--- config.mk ---
export PLATFORM = sky130hd
export DESIGN_NAME = vga_sram_sched_flat
export DESIGN_NICKNAME = d
export VERILOG_FILES = /design/src/rtl/vga_sram_sched_pkg.sv /design/src/rtl/vga_sram_sched_if.sv /design/src/rtl/vga_sram_sched_rgb565_expand.sv /design/src/rtl/vga_sram_sched.sv /design/src/flat_wrapper.sv
export SDC_FILE = /design/constraint.sdc
export NUM_CORES = 1
export LEC_CHECK = 0
export ABC_CLOCK_PERIOD_IN_PS = 2200
export BUFFER_PORTS_ARGS = -buffer_cell sky130_fd_sc_hd__buf_2
export CAP_MARGIN = 20
export CELL_PAD_IN_SITES_DETAIL_PLACEMENT = 1
export CELL_PAD_IN_SITES_GLOBAL_PLACEMENT = 1
export CORE_UTILIZATION = 36
export CTS_BUF_LIST = sky130_fd_sc_hd__clkbuf_4 sky130_fd_sc_hd__clkbuf_8
export DETAILED_ROUTE_END_ITERATION = 6
export MAX_ROUTING_LAYER = met4
export PLACE_DENSITY = 0.86
export SYNTH_ARGS = -nofsm -noshare
export SYNTH_HDL_FRONTEND = slang
export SYNTH_SLANG_ARGS = --single-unit
--- constraint.sdc ---
create_clock -name clk27 -period 2.2 [get_ports clk27]
set_input_delay 0.22 -clock clk27 [delete_from_list [all_inputs] [get_ports clk27]]
set_output_delay 0.22 -clock clk27 [all_outputs]
set_load 0.005 [all_outputs]
--- src/rtl/vga_sram_sched_pkg.sv ---
// Shared definitions for the VGA / pixel-SRAM scheduler: slot encoding and
// frame geometry of the 320x240 source doubled to 640x480.
package vga_pkg;

  typedef enum logic [1:0] {
    SLOT_IDLE = 2'd0,
    SLOT_DISP = 2'd1,
    SLOT_CLI  = 2'd2
  } slot_e;

  localparam int H_ACT = 640;
  localparam int V_ACT = 480;
  localparam int SRC_W = 320;
  localparam int SRC_H = 240;

endpackage

--- src/rtl/vga_sram_sched_if.sv ---
// Client bus between the image-filter engine (master) and the SRAM scheduler
// (slave): request held with its command until the one-cycle grant.
interface vga_sram_sched_if;

  logic        cli_req;
  logic        cli_we;
  logic [16:0] cli_addr;
  logic [15:0] cli_wdata;
  logic        cli_gnt;
  logic        cli_rvalid;
  logic [15:0] cli_rdata;

  modport master (
    output cli_req, cli_we, cli_addr, cli_wdata,
    input  cli_gnt, cli_rvalid, cli_rdata
  );

  modport slave (
    input  cli_req, cli_we, cli_addr, cli_wdata,
    output cli_gnt, cli_rvalid, cli_rdata
  );

endinterface

--- src/rtl/vga_sram_sched_rgb565_expand.sv ---
// RGB565 to 3x10-bit colour expansion by MSB replication, so full-scale
// source values map to full-scale 10-bit outputs.
module rgb565_expand (
  input  logic [15:0] pix_i,
  output logic [9:0]  r_o,
  output logic [9:0]  g_o,
  output logic [9:0]  b_o
);

  assign r_o = {pix_i[15:11], pix_i[15:11]};
  assign g_o = {pix_i[10:5],  pix_i[10:7]};
  assign b_o = {pix_i[4:0],   pix_i[4:0]};

endmodule

--- src/rtl/vga_sram_sched.sv ---
// Single-port pixel SRAM scheduler: display fetch has priority on even columns,
// the filter client takes the rest; front/back banks swap at vsync fall.
module vga_sram_sched
  import vga_pkg::*;
#(
  parameter int AW = 18,
  parameter int DW = 16
) (
  input  logic          clk27,
  input  logic          rst27,
  input  logic          request,
  input  logic [9:0]    current_x,
  input  logic [9:0]    current_y,
  input  logic          vga_vs,
  output logic [9:0]    r,
  output logic [9:0]    g,
  output logic [9:0]    b,
  vga_sram_sched_if.slave cli,
  input  logic          swap_req,
  output logic          swap_done,
  output logic [AW-1:0] sram_addr,
  output logic [DW-1:0] sram_dq_o,
  output logic          sram_dq_oe,
  input  logic [DW-1:0] sram_dq_i,
  output logic          sram_ce_n,
  output logic          sram_oe_n,
  output logic          sram_we_n
);

  slot_e          slot;
  slot_e          s1Slot_q, s1Slot_d;
  logic           s1We_q, s1We_d;
  logic [AW-1:0]  sramAddr_q, sramAddr_d;
  logic [DW-1:0]  sramDqO_q, sramDqO_d;
  logic           sramDqOe_q, sramDqOe_d;
  logic           ceN_q, ceN_d, oeN_q, oeN_d, weN_q, weN_d;
  logic [DW-1:0]  pixel_q, pixel_d;
  logic [DW-1:0]  rdata_q, rdata_d;
  logic           rvalid_q, rvalid_d;
  logic           reqD1_q, reqD2_q;
  logic           dispBank_q, dispBank_d;
  logic           swapPending_q, swapPending_d;
  logic           vsPrev_q;
  logic           swapDone_q, swapDone_d;
  logic           vsFall, pendingNow;
  logic [9:0]     rExp, gExp, bExp;
  logic           unusedBits;

  assign unusedBits = current_y[9] ^ current_y[0];

  always_comb begin
    slot          = SLOT_IDLE;
    s1Slot_d      = SLOT_IDLE;
    s1We_d        = 1'b0;
    sramAddr_d    = sramAddr_q;
    sramDqO_d     = sramDqO_q;
    sramDqOe_d    = 1'b0;
    ceN_d         = 1'b1;
    oeN_d         = 1'b1;
    weN_d         = 1'b1;
    pixel_d       = pixel_q;
    rdata_d       = rdata_q;
    rvalid_d      = 1'b0;
    dispBank_d    = dispBank_q;
    swapPending_d = swapPending_q;
    swapDone_d    = 1'b0;
    vsFall        = vsPrev_q & ~vga_vs;
    pendingNow    = swapPending_q | swap_req;

    if (request && !current_x[0]) slot = SLOT_DISP;
    else if (cli.cli_req)          slot = SLOT_CLI;

    s1Slot_d = slot;
    case (slot)
      SLOT_DISP: begin
        sramAddr_d = {dispBank_q, current_y[8:1], current_x[9:1]};
        ceN_d      = 1'b0;
        oeN_d      = 1'b0;
      end
      SLOT_CLI: begin
        // The bank is frozen here, so a later swap cannot retarget this access.
        sramAddr_d = {~dispBank_q, cli.cli_addr};
        ceN_d      = 1'b0;
        s1We_d     = cli.cli_we;
        if (cli.cli_we) begin
          sramDqO_d  = cli.cli_wdata;
          sramDqOe_d = 1'b1;
          weN_d      = 1'b0;
        end else begin
          oeN_d = 1'b0;
        end
      end
      default: ;
    endcase

    if (s1Slot_q == SLOT_DISP) pixel_d = sram_dq_i;
    if (s1Slot_q == SLOT_CLI && !s1We_q) begin
      rvalid_d = 1'b1;
      rdata_d  = sram_dq_i;
    end

    swapPending_d = pendingNow;
    if (vsFall && pendingNow) begin
      dispBank_d    = ~dispBank_q;
      swapPending_d = 1'b0;
      swapDone_d    = 1'b1;
    end
  end

  always_ff @(posedge clk27) begin
    if (rst27) begin
      s1Slot_q      <= SLOT_IDLE;
      s1We_q        <= 1'b0;
      sramAddr_q    <= '0;
      sramDqO_q     <= '0;
      sramDqOe_q    <= 1'b0;
      ceN_q         <= 1'b1;
      oeN_q         <= 1'b1;
      weN_q         <= 1'b1;
      pixel_q       <= '0;
      rdata_q       <= '0;
      rvalid_q      <= 1'b0;
      reqD1_q       <= 1'b0;
      reqD2_q       <= 1'b0;
      dispBank_q    <= 1'b0;
      swapPending_q <= 1'b0;
      vsPrev_q      <= 1'b1;
      swapDone_q    <= 1'b0;
    end else begin
      s1Slot_q      <= s1Slot_d;
      s1We_q        <= s1We_d;
      sramAddr_q    <= sramAddr_d;
      sramDqO_q     <= sramDqO_d;
      sramDqOe_q    <= sramDqOe_d;
      ceN_q         <= ceN_d;
      oeN_q         <= oeN_d;
      weN_q         <= weN_d;
      pixel_q       <= pixel_d;
      rdata_q       <= rdata_d;
      rvalid_q      <= rvalid_d;
      reqD1_q       <= request;
      reqD2_q       <= reqD1_q;
      dispBank_q    <= dispBank_d;
      swapPending_q <= swapPending_d;
      vsPrev_q      <= vga_vs;
      swapDone_q    <= swapDone_d;
    end
  end

  rgb565_expand u_expand (
    .pix_i (pixel_q),
    .r_o   (rExp),
    .g_o   (gExp),
    .b_o   (bExp)
  );

  // Gate with the two-cycle-delayed request so blanking is always black.
  assign r = reqD2_q ? rExp : 10'd0;
  assign g = reqD2_q ? gExp : 10'd0;
  assign b = reqD2_q ? bExp : 10'd0;

  assign cli.cli_gnt    = (slot == SLOT_CLI);
  assign cli.cli_rvalid = rvalid_q;
  assign cli.cli_rdata  = rdata_q;
  assign swap_done      = swapDone_q;
  assign sram_addr      = sramAddr_q;
  assign sram_dq_o      = sramDqO_q;
  assign sram_dq_oe     = sramDqOe_q;
  assign sram_ce_n      = ceN_q;
  assign sram_oe_n      = oeN_q;
  assign sram_we_n      = weN_q;

endmodule
--- src/flat_wrapper.sv ---
// flat-port wrapper written by rule: the top's interface ports become plain ports
module vga_sram_sched_flat import vga_pkg::*;
#(
  parameter int AW = 18,
  parameter int DW = 16
)
  (clk27, rst27, request, current_x, current_y, vga_vs, r, g, b, swap_req, swap_done, sram_addr, sram_dq_o, sram_dq_oe, sram_dq_i, sram_ce_n, sram_oe_n, sram_we_n, cli_cli_req, cli_cli_we, cli_cli_addr, cli_cli_wdata, cli_cli_gnt, cli_cli_rvalid, cli_cli_rdata);
  vga_sram_sched_if cli_i ();
  input  logic clk27;
  input  logic rst27;
  input  logic request;
  input  logic [9:0] current_x;
  input  logic [9:0] current_y;
  input  logic vga_vs;
  output logic [9:0] r;
  output logic [9:0] g;
  output logic [9:0] b;
  input  logic swap_req;
  output logic swap_done;
  output logic [AW-1:0] sram_addr;
  output logic [DW-1:0] sram_dq_o;
  output logic sram_dq_oe;
  input  logic [DW-1:0] sram_dq_i;
  output logic sram_ce_n;
  output logic sram_oe_n;
  output logic sram_we_n;
  input wire logic [$bits(cli_i.cli_req)-1:0] cli_cli_req;
  input wire logic [$bits(cli_i.cli_we)-1:0] cli_cli_we;
  input wire logic [$bits(cli_i.cli_addr)-1:0] cli_cli_addr;
  input wire logic [$bits(cli_i.cli_wdata)-1:0] cli_cli_wdata;
  output wire logic [$bits(cli_i.cli_gnt)-1:0] cli_cli_gnt;
  output wire logic [$bits(cli_i.cli_rvalid)-1:0] cli_cli_rvalid;
  output wire logic [$bits(cli_i.cli_rdata)-1:0] cli_cli_rdata;
  assign cli_i.cli_req = cli_cli_req;
  assign cli_i.cli_we = cli_cli_we;
  assign cli_i.cli_addr = cli_cli_addr;
  assign cli_i.cli_wdata = cli_cli_wdata;
  assign cli_cli_gnt = cli_i.cli_gnt;
  assign cli_cli_rvalid = cli_i.cli_rvalid;
  assign cli_cli_rdata = cli_i.cli_rdata;
  vga_sram_sched #(.AW(AW), .DW(DW)) u_core (.clk27(clk27), .rst27(rst27), .request(request), .current_x(current_x), .current_y(current_y), .vga_vs(vga_vs), .r(r), .g(g), .b(b), .cli(cli_i), .swap_req(swap_req), .swap_done(swap_done), .sram_addr(sram_addr), .sram_dq_o(sram_dq_o), .sram_dq_oe(sram_dq_oe), .sram_dq_i(sram_dq_i), .sram_ce_n(sram_ce_n), .sram_oe_n(sram_oe_n), .sram_we_n(sram_we_n));
endmodule
Word-level counts from Yosys, hierarchy flattened:

Cells that the tools add are included.

* register bits after elaboration: 80
* input bits: 76
* output and inout port bits: 87

* equality and inequality tests: 4
* mux-type cells: 12
* bitwise operators: 5
* reductions and logical operators: 10

Operators by type and width (number)
* $pmux W18 S2: 1
* $mux W10: 3
* $reduce_or A2 Y1: 3
* $mux W1: 5
* $eq A2 B1 Y1 const B: 2
* $eq A2 B2 Y1 const B: 2
* $mux W2: 2
* $logic_and A1 B1 Y1: 3
* $not A1 Y1: 3
* $logic_not A1 Y1: 2
* $pmux W1 S2: 1
* $reduce_and A2 Y1: 1
* $reduce_bool A2 Y1: 1
* $and A1 B1 Y1: 1
* $or A1 B1 Y1: 1

Longest topological paths before layout:

Gate-level depths: netlist (run 1).

* depth after elaboration: 6
* gate-level depth with buffers: 6
* mapped depth without buffers: 3

Cells and area by module:

A second synthesis (run 1) with hierarchy kept.

* cell total of the unflattened synthesis: 373
* area total of the unflattened synthesis: 3493.4 µm²

By module, submodules not included
* vga_sram_sched: times used 1, cells an instance 343, area an instance 3268.1 µm², seq. area each 1581.5 µm²
* rgb565_expand: times used 1, cells an instance 30, area an instance 225.2 µm², seq. area each 0.0 µm²

Worst setup path after synthesis (run 1):

Ideal clock, no wire load.

* kind: register -> register
* start point: reg u_core.s1Slot_q[1]
* end point: reg u_core.rdata_q[10] (netlist: u_core.cli.cli_rdata[10])
* arrival time: 1.097 ns
* required time: 2.083 ns
* slack: 0.986 ns
* stages on the path, launching flop included: 6
* path buffers: 2
* period minus slack after synthesis: 1.214 ns
* cell sequence: dfxtp_1 nor3b_1 buf_4 buf_4 mux2i_1 nor2_1

* longest elaborated chain between the ends: 2

RTL lines
* start, declared: RTL line vga_sram_sched.sv:31 `slot_e s1Slot_q, s1Slot_d;`
* start signal, assigned: RTL line vga_sram_sched.sv:130 `s1Slot_q <= s1Slot_d;`
* $eq A2 B2 Y1: RTL line vga_sram_sched.sv:97 `if (s1Slot_q == SLOT_CLI && !s1We_q) begin`
* $logic_and A1 B1 Y1: RTL line vga_sram_sched.sv:97
* end signal, assigned: RTL line vga_sram_sched.sv:139 `rdata_q <= rdata_d;`
* end, declared: RTL line vga_sram_sched.sv:38 `logic [DW-1:0] rdata_q, rdata_d;`

No other way between the ends.
A chain may end at the register's enable or synchronous reset.

Worst setup path after layout (run 1):

* start point: reg u_core.reqD2_q
* end point: out r[2]

* longest elaborated chain between the ends: 1

RTL lines
* start, declared: RTL line vga_sram_sched.sv:40 `logic reqD1_q, reqD2_q;`
* start signal, assigned: RTL line vga_sram_sched.sv:142 `reqD2_q <= reqD1_q;`
* $mux W10: RTL line vga_sram_sched.sv:158 `assign r = reqD2_q ? rExp : 10'd0;`
* end, declared: RTL line flat_wrapper.sv:15 `output logic [9:0] r;`

No other way between the ends.

==> results of run 1 <==
cells in the final DEF (no fill, tap or decap), types with 10 or more instances in the layout:
cell type and instances:
a211oi_1 17, a21oi_1 17, and2_1 16, buf_2 160, clkbuf_8 10, dfxtp_1 79
mux2i_1 49, nand2_1 33, nand2b_1 35, nor2_1 35
how the worst min path moves through the flow:
stage	from	endpoint	slack [ns]	cells past startpoint
5_1_grt	current_x[0]	u_core.s1Slot_q[0]	0.05	2
6_report	current_x[0]	u_core.s1Slot_q[0]	0.07	2
3_3_place_gp	current_x[0]	u_core.s1Slot_q[0]	0.41	2
2_1_floorplan	current_x[0]	u_core.s1Slot_q[0]	0.29	1
4_1_cts	current_x[0]	u_core.s1Slot_q[0]	0.07	2
3_5_place_dp	current_x[0]	u_core.s1Slot_q[0]	0.43	2
logic make-up (layout without fill, tap and decap cells):
logic type             after synthesis  in the layout  share of synthesized area, %
AOI/OAI and AO/OA                   37             37                          7.10
DFF                                 79             79                          48.5
muxes                               49             49                          15.1
buffers and inverters               41            182                          7.91
and+or+nand+nor                    137            137                          21.4
worst max-delay path: stages (launching register included):
cell	delay, ns
dfxtp_1	0.58
and2_1	0.22
buf_2	0.12
power groups by stage:
stage / clock [mW] / sequential [mW] / combinational [mW]
floorplan: 0 / 1.57 / 0.192
global placement: 0 / 1.57 / 0.339
detailed placement: 0 / 1.57 / 0.355
CTS: 1.22 / 1.54 / 0.356
global route: 1.30 / 1.55 / 0.387
finish: 1.19 / 1.54 / 0.348
sequential cells by signal (all words and copies together) (netlist names):
register	flops
u_core.cli.cli_rdata	16
u_core.cli.cli_rvalid	1
u_core.dispBank_q	1
u_core.pixel_q	16
u_core.reqD1_q	1
u_core.reqD2_q	1
u_core.s1Slot_q	2
u_core.s1We_q	1
u_core.sram_addr	18
u_core.sram_ce_n	1
u_core.sram_dq_o	16
u_core.sram_oe_n	1
u_core.sram_we_n	1
u_core.swapPending_q	1
u_core.swap_done	1
u_core.vsPrev_q	1
area by class of cell:
| class | count | area [sq um] |
|---|---|---|
| Sequential cell | 79 | 1580 |
| Tap cell | 108 | 135 |
| Multi-Input combinational cell | 223 | 1420 |
| Inverter | 2 | 7.51 |
| Fill cell | 1078 | 4510 |
| Clock inverter | 3 | 67.6 |
| Clock buffer | 12 | 153 |
| Timing Repair Buffer | 165 | 838 |
layer usage:
layer / routed length, um / share of wire (%) / GRT usage (%)
met5: 0 / 0 / -
met4: 108 / 1.3 / 4.25
met3: 497 / 6.2 / 4.82
met2: 4090 / 51 / 30.7
met1: 3310 / 41 / 19.9
cells in the mapped netlist:
cell / n
inv_1: 2
buf_4: 18
a21oi_1: 17
buf_6: 2
and3_4: 1
and2b_1: 1
nor2b_1: 6
clkbuf_1: 10
o21ai_0: 1
nand2_1: 33
a31oi_1: 1
a21o_1: 1
or3_1: 2
mux2i_1: 49
nor3_1: 3
buf_8: 1
nor3b_1: 1
nor2_1: 35
buf_2: 8
nand2b_4: 1
nand3_1: 1
or2_2: 2
and2_1: 16
a211oi_1: 17
dfxtp_1: 79
nand2b_1: 35
==> results.json, run 1 <==
{
  "status": "finished clean",
  "routedWlPerCell_um": 13.5,
  "postCtsSetupRepairBufs": 0,
  "track_usage_pct": 17.6,
  "end_kind": "output port",
  "grt_pass1_vias": 2815,
  "leakagePower_nw": 2.03,
  "drt_iter0_markers": 32,
  "worstMarginPinSlew_ns": 0.595,
  "cp_max_fo": 16,
  "synth_top_area_share_pct": 48.5,
  "setup_ws_ns": 0.726,
  "clock_latency_ns": 0.33,
  "dp.cells": 577,
  "cap_violations": 0,
  "vias": 2800,
  "p_comb_share_pct": 11.3,
  "synth.area.top_cells": "dfxtp_1 (49%), mux2i_1 (15%), nand2b_1 (6.7%)",
  "fmax_mhz": 678,
  "skew_ns": 0.00617,
  "syn-cell-area_sq_um": 3260,
  "rsz0062_at_grt": "false",
  "setup_viol_count_final": 0,
  "cp-endpoint": "r[2]",
  "clock_sinks": 79,
  "path_clk_slew_ns": 0.08,
  "cts_tree": "built",
  "io_pins": 163,
  "diodes": 0,
  "fin_area_sq_um": 4210,
  "drc": 0,
  "first_pass_iters": 4,
  "cts_root_buf": "clkbuf_8",
  "power_density_nw_per_um2": 731,
  "gr-total-overflow": 0,
  "synth_cell_types": 26,
  "tns_ns": 0,
  "start_util_pct": 37.4,
  "antenna_found_initial": 0,
  "ff2ff_setup_slack_ns": 0.95,
  "area_growth_pct": 29.1,
  "cp.arrival_ns": 1.25,
  "cts_made_buffers": 9,
  "grt_max_degree": 42,
  "port_buffers": 160,
  "finalHoldViolations": 0,
  "vias_per_cell": 4.73,
  "p_sw_share_pct": 22.9,
  "internal-power_mw": 2.37,
  "timing.hold.ws_ns": 0.0687,
  "nNetsFinal": 556,
  "dieWidth_um": 97.1,
  "p_clk_share_pct": 38.6,
  "synth_area_per_cell_sq_um": 9.50,
  "hold_path_class": "in2reg",
  "pwr-share-seq_pct": 50.1,
  "yosysSeqAreaShare_pct": 48.5,
  "grt_pass1_wl_mm": 13.0,
  "cp_data_required_time_ns": 1.98,
  "slew_violations": 0,
  "h-tree-depth": 3,
  "power.switching_mw": 0.705,
  "drive_gt1_share_pct": 38.2,
  "synth_nets": 419,
  "hpwl_mm": 6.05,
  "cts_hold_buf": 0,
  "yosys.area.top_type": "dfxtp_1",
  "r2r-end": "u_core.cli.cli_rdata[14]",
  "worstSetupStartpointType": "flop",
  "worst_r2r_path_depth": 4,
  "final_cells": 592,
  "synth-warning-count": 0,
  "drtAntennaViolNets": 0,
  "placed_area_sq_um": 3990,
  "synthCells": 343,
  "totalPowerFinal_mw": 3.08,
  "max_slew_margin_pct": 60.3,
  "period_share_pct": 67.0,
  "die_y_um": 97.1,
  "ys_ff_latch": 79,
  "min_period_ns": 1.47,
  "num_rows": 34,
  "die-area_sq_um": 9440,
  "postCtsResizedCells": 0,
  "startpoint": "u_core.reqD2_q",
  "gp_congestion": 0.743,
  "clockBufferDepth": 2,
  "pre_cts_ws_ns": 0.682,
  "core_sq_um": 8720,
  "routed_wl_mm": 8.01,
  "fin_util_pct": 48.2,
  "path_class": "reg2out",
  "r2r-start": "u_core.s1Slot_q[0]",
  "vdd_drop_max_uv": 330
}
(Power assumes the default switching activity.)
==> run 2, diff against run 1 <==
--- a/config.mk
+++ b/config.mk
@@ -5,16 +5,16 @@
 export SDC_FILE = /design/constraint.sdc
 export NUM_CORES = 1
 export LEC_CHECK = 0
-export ABC_CLOCK_PERIOD_IN_PS = 2200
+export ABC_CLOCK_PERIOD_IN_PS = 1350
 export BUFFER_PORTS_ARGS = -buffer_cell sky130_fd_sc_hd__buf_2
 export CAP_MARGIN = 20
 export CELL_PAD_IN_SITES_DETAIL_PLACEMENT = 1
 export CELL_PAD_IN_SITES_GLOBAL_PLACEMENT = 1
-export CORE_UTILIZATION = 36
+export CORE_UTILIZATION = 31
 export CTS_BUF_LIST = sky130_fd_sc_hd__clkbuf_4 sky130_fd_sc_hd__clkbuf_8
 export DETAILED_ROUTE_END_ITERATION = 6
 export MAX_ROUTING_LAYER = met4
-export PLACE_DENSITY = 0.86
+export PLACE_DENSITY = 0.79
 export SYNTH_ARGS = -nofsm -noshare
 export SYNTH_HDL_FRONTEND = slang
 export SYNTH_SLANG_ARGS = --single-unit
==> constraint.sdc (replaced) <==
create_clock -name clk27 -period 1.35 [get_ports clk27]
set_input_delay 0.135 -clock clk27 [delete_from_list [all_inputs] [get_ports clk27]]
set_output_delay 0.135 -clock clk27 [all_outputs]
set_load 0.005 [all_outputs]
==> results.json, run 2 (synthesized netlist as in run 1, its figures left out) <==
{
  "leakagePower_nw": 2.07,
  "setup_viol_count_final": 0,
  "cts_made_buffers": 9,
  "vias_per_cell": 4.48,
  "final_cell_mix": "buf_2 (160), dfxtp_1 (78), mux2i_1 (49)",
  "hold_depth": 3,
  "drtAntennaViolNets": 0,
  "status": "finished clean",
  "cp_data_required_time_ns": 1.62,
  "slew_violations": 0,
  "fmax_mhz": 833,
  "grt_max_degree": 41,
  "clock_latency_ns": 0.34,
  "finalHoldViolations": 0,
  "totalPowerFinal_mw": 5.07,
  "min_period_ns": 1.20,
  "worst_r2r_path_depth": 4,
  "diodes": 0,
  "port_buffers": 160,
  "routed_wl_mm": 8.20,
  "power_density_nw_per_um2": 1170,
  "grt_pass1_vias": 2975,
  "cp.arrival_ns": 1.47,
  "cp_max_fo": 4,
  "largest_reg_flops": 18,
  "skew_ns": 0.00532,
  "hold_path_class": "in2reg",
  "vias": 2812,
  "first_pass_iters": 4,
  "p_clk_share_pct": 38.8,
  "clockBufferDepth": 2,
  "worstSetupStartpointType": "primary input",
  "ff2ff_setup_slack_ns": 0.16,
  "path_clk_slew_ns": 0.08,
  "p_sw_share_pct": 23.6,
  "layout_commonest_cell": "buf_2",
  "rsz0062_at_grt": "false",
  "vdd_drop_max_uv": 532,
  "h-tree-depth": 3,
  "grt_pass1_wl_mm": 13.8,
  "track_usage_pct": 16.1,
  "gp_congestion": 0.690,
  "dp.cells": 609,
  "tns_ns": 0,
  "p_comb_share_pct": 11.7,
  "dieWidth_um": 105,
  "cts_root_buf": "clkbuf_8",
  "num_rows": 37,
  "max_slew_margin_pct": 79.1,
  "fill_cells": 1269,
  "die_y_um": 105,
  "routedWlPerCell_um": 13.1,
  "final_cells": 627,
  "cts_tree": "built",
  "gr-total-overflow": 0,
  "cap_violations": 0,
  "hpwl_mm": 6.14,
  "internal-power_mw": 3.87,
  "end_kind": "flop",
  "nNetsFinal": 562,
  "core_sq_um": 10300,
  "io_pins": 163,
  "drive_gt1_share_pct": 38.9,
  "period_share_pct": 88.9,
  "worstMarginPinSlew_ns": 0.314,
  "antenna_found_initial": 0,
  "die-area_sq_um": 10900,
  "path_class": "in2reg",
  "clock_sinks": 79,
  "postCtsSetupRepairBufs": 0,
  "power.switching_mw": 1.20,
  "area_growth_pct": 32.8,
  "start_util_pct": 31.7,
  "drc": 0,
  "pwr-share-seq_pct": 49.5,
  "drt_iter0_markers": 56
}
[run 2: metal layers]
metal  share of wire [%]  vias up  track usage [%]
met5                   0        -                -
met4                 1.3        0             5.51
met3                 6.6       11             4.45
met2                  49      100             27.9
met1                  43     1306             17.7
li1                    -     1395                -
[run 2: final cells by class]
type	count	area (sq um)	share of cell area, %
inverters	2	7.51	0.174
well taps	136	170	3.93
clock inverters	5	81.3	1.88
multi-input cells	223	1420	32.9
repair buffers	171	913	21.1
clock buffers	11	145	3.35
flip-flops and latches	79	1590	36.6
[run 2: path summary, 6_finish.rpt]
kind                                    startpoint                 endpoint
worst max-delay path                        vga_vs        u_core.dispBank_q
worst min-delay path              cli_cli_wdata[0]      u_core.sram_dq_o[0]
worst max register to register  u_core.s1Slot_q[0]  u_core.cli.cli_rdata[3]
worst min register to register      u_core.reqD1_q           u_core.reqD2_q
[run 2: power by group through the flow]
| stage | Combinational [mW] | Sequential [mW] | Clock [mW] |
|---|---|---|---|
| floorplan | 0.313 | 2.57 | 0 |
| global placement | 0.574 | 2.56 | 0 |
| detailed placement | 0.599 | 2.56 | 0 |
| CTS | 0.606 | 2.51 | 2.05 |
| global route | 0.660 | 2.52 | 2.17 |
| finish | 0.592 | 2.51 | 1.97 |
[run 2: timing repair]
action	4_1_cts	5_1_grt
hold buffers	2	0
setup endpoints to repair	30	2
gates resized for setup	1	1
gates cloned	0	0
endpoints found under the hold margin	2	0
[run 2: worst max-delay path: stages]
cell and delay [ns]:
dlygate4sd3_1 0.55, buf_2 0.13, nand2b_1 0.17, or3_1 0.35, a21oi_1 0.13
[run 2: through the flow]
stage               setup WS (ns)  cell area, sq um  util, %  hold slack (ns)
floorplan                   0.136              3260        -            0.207
global placement            0.212              4080     39.7            0.328
detailed placement          0.167              4080     39.7            0.332
CTS                        0.0517              4320     42.1           0.0217
global route               0.0386              4330     42.1           0.0322
finish                      0.150              4330     42.1           0.0437
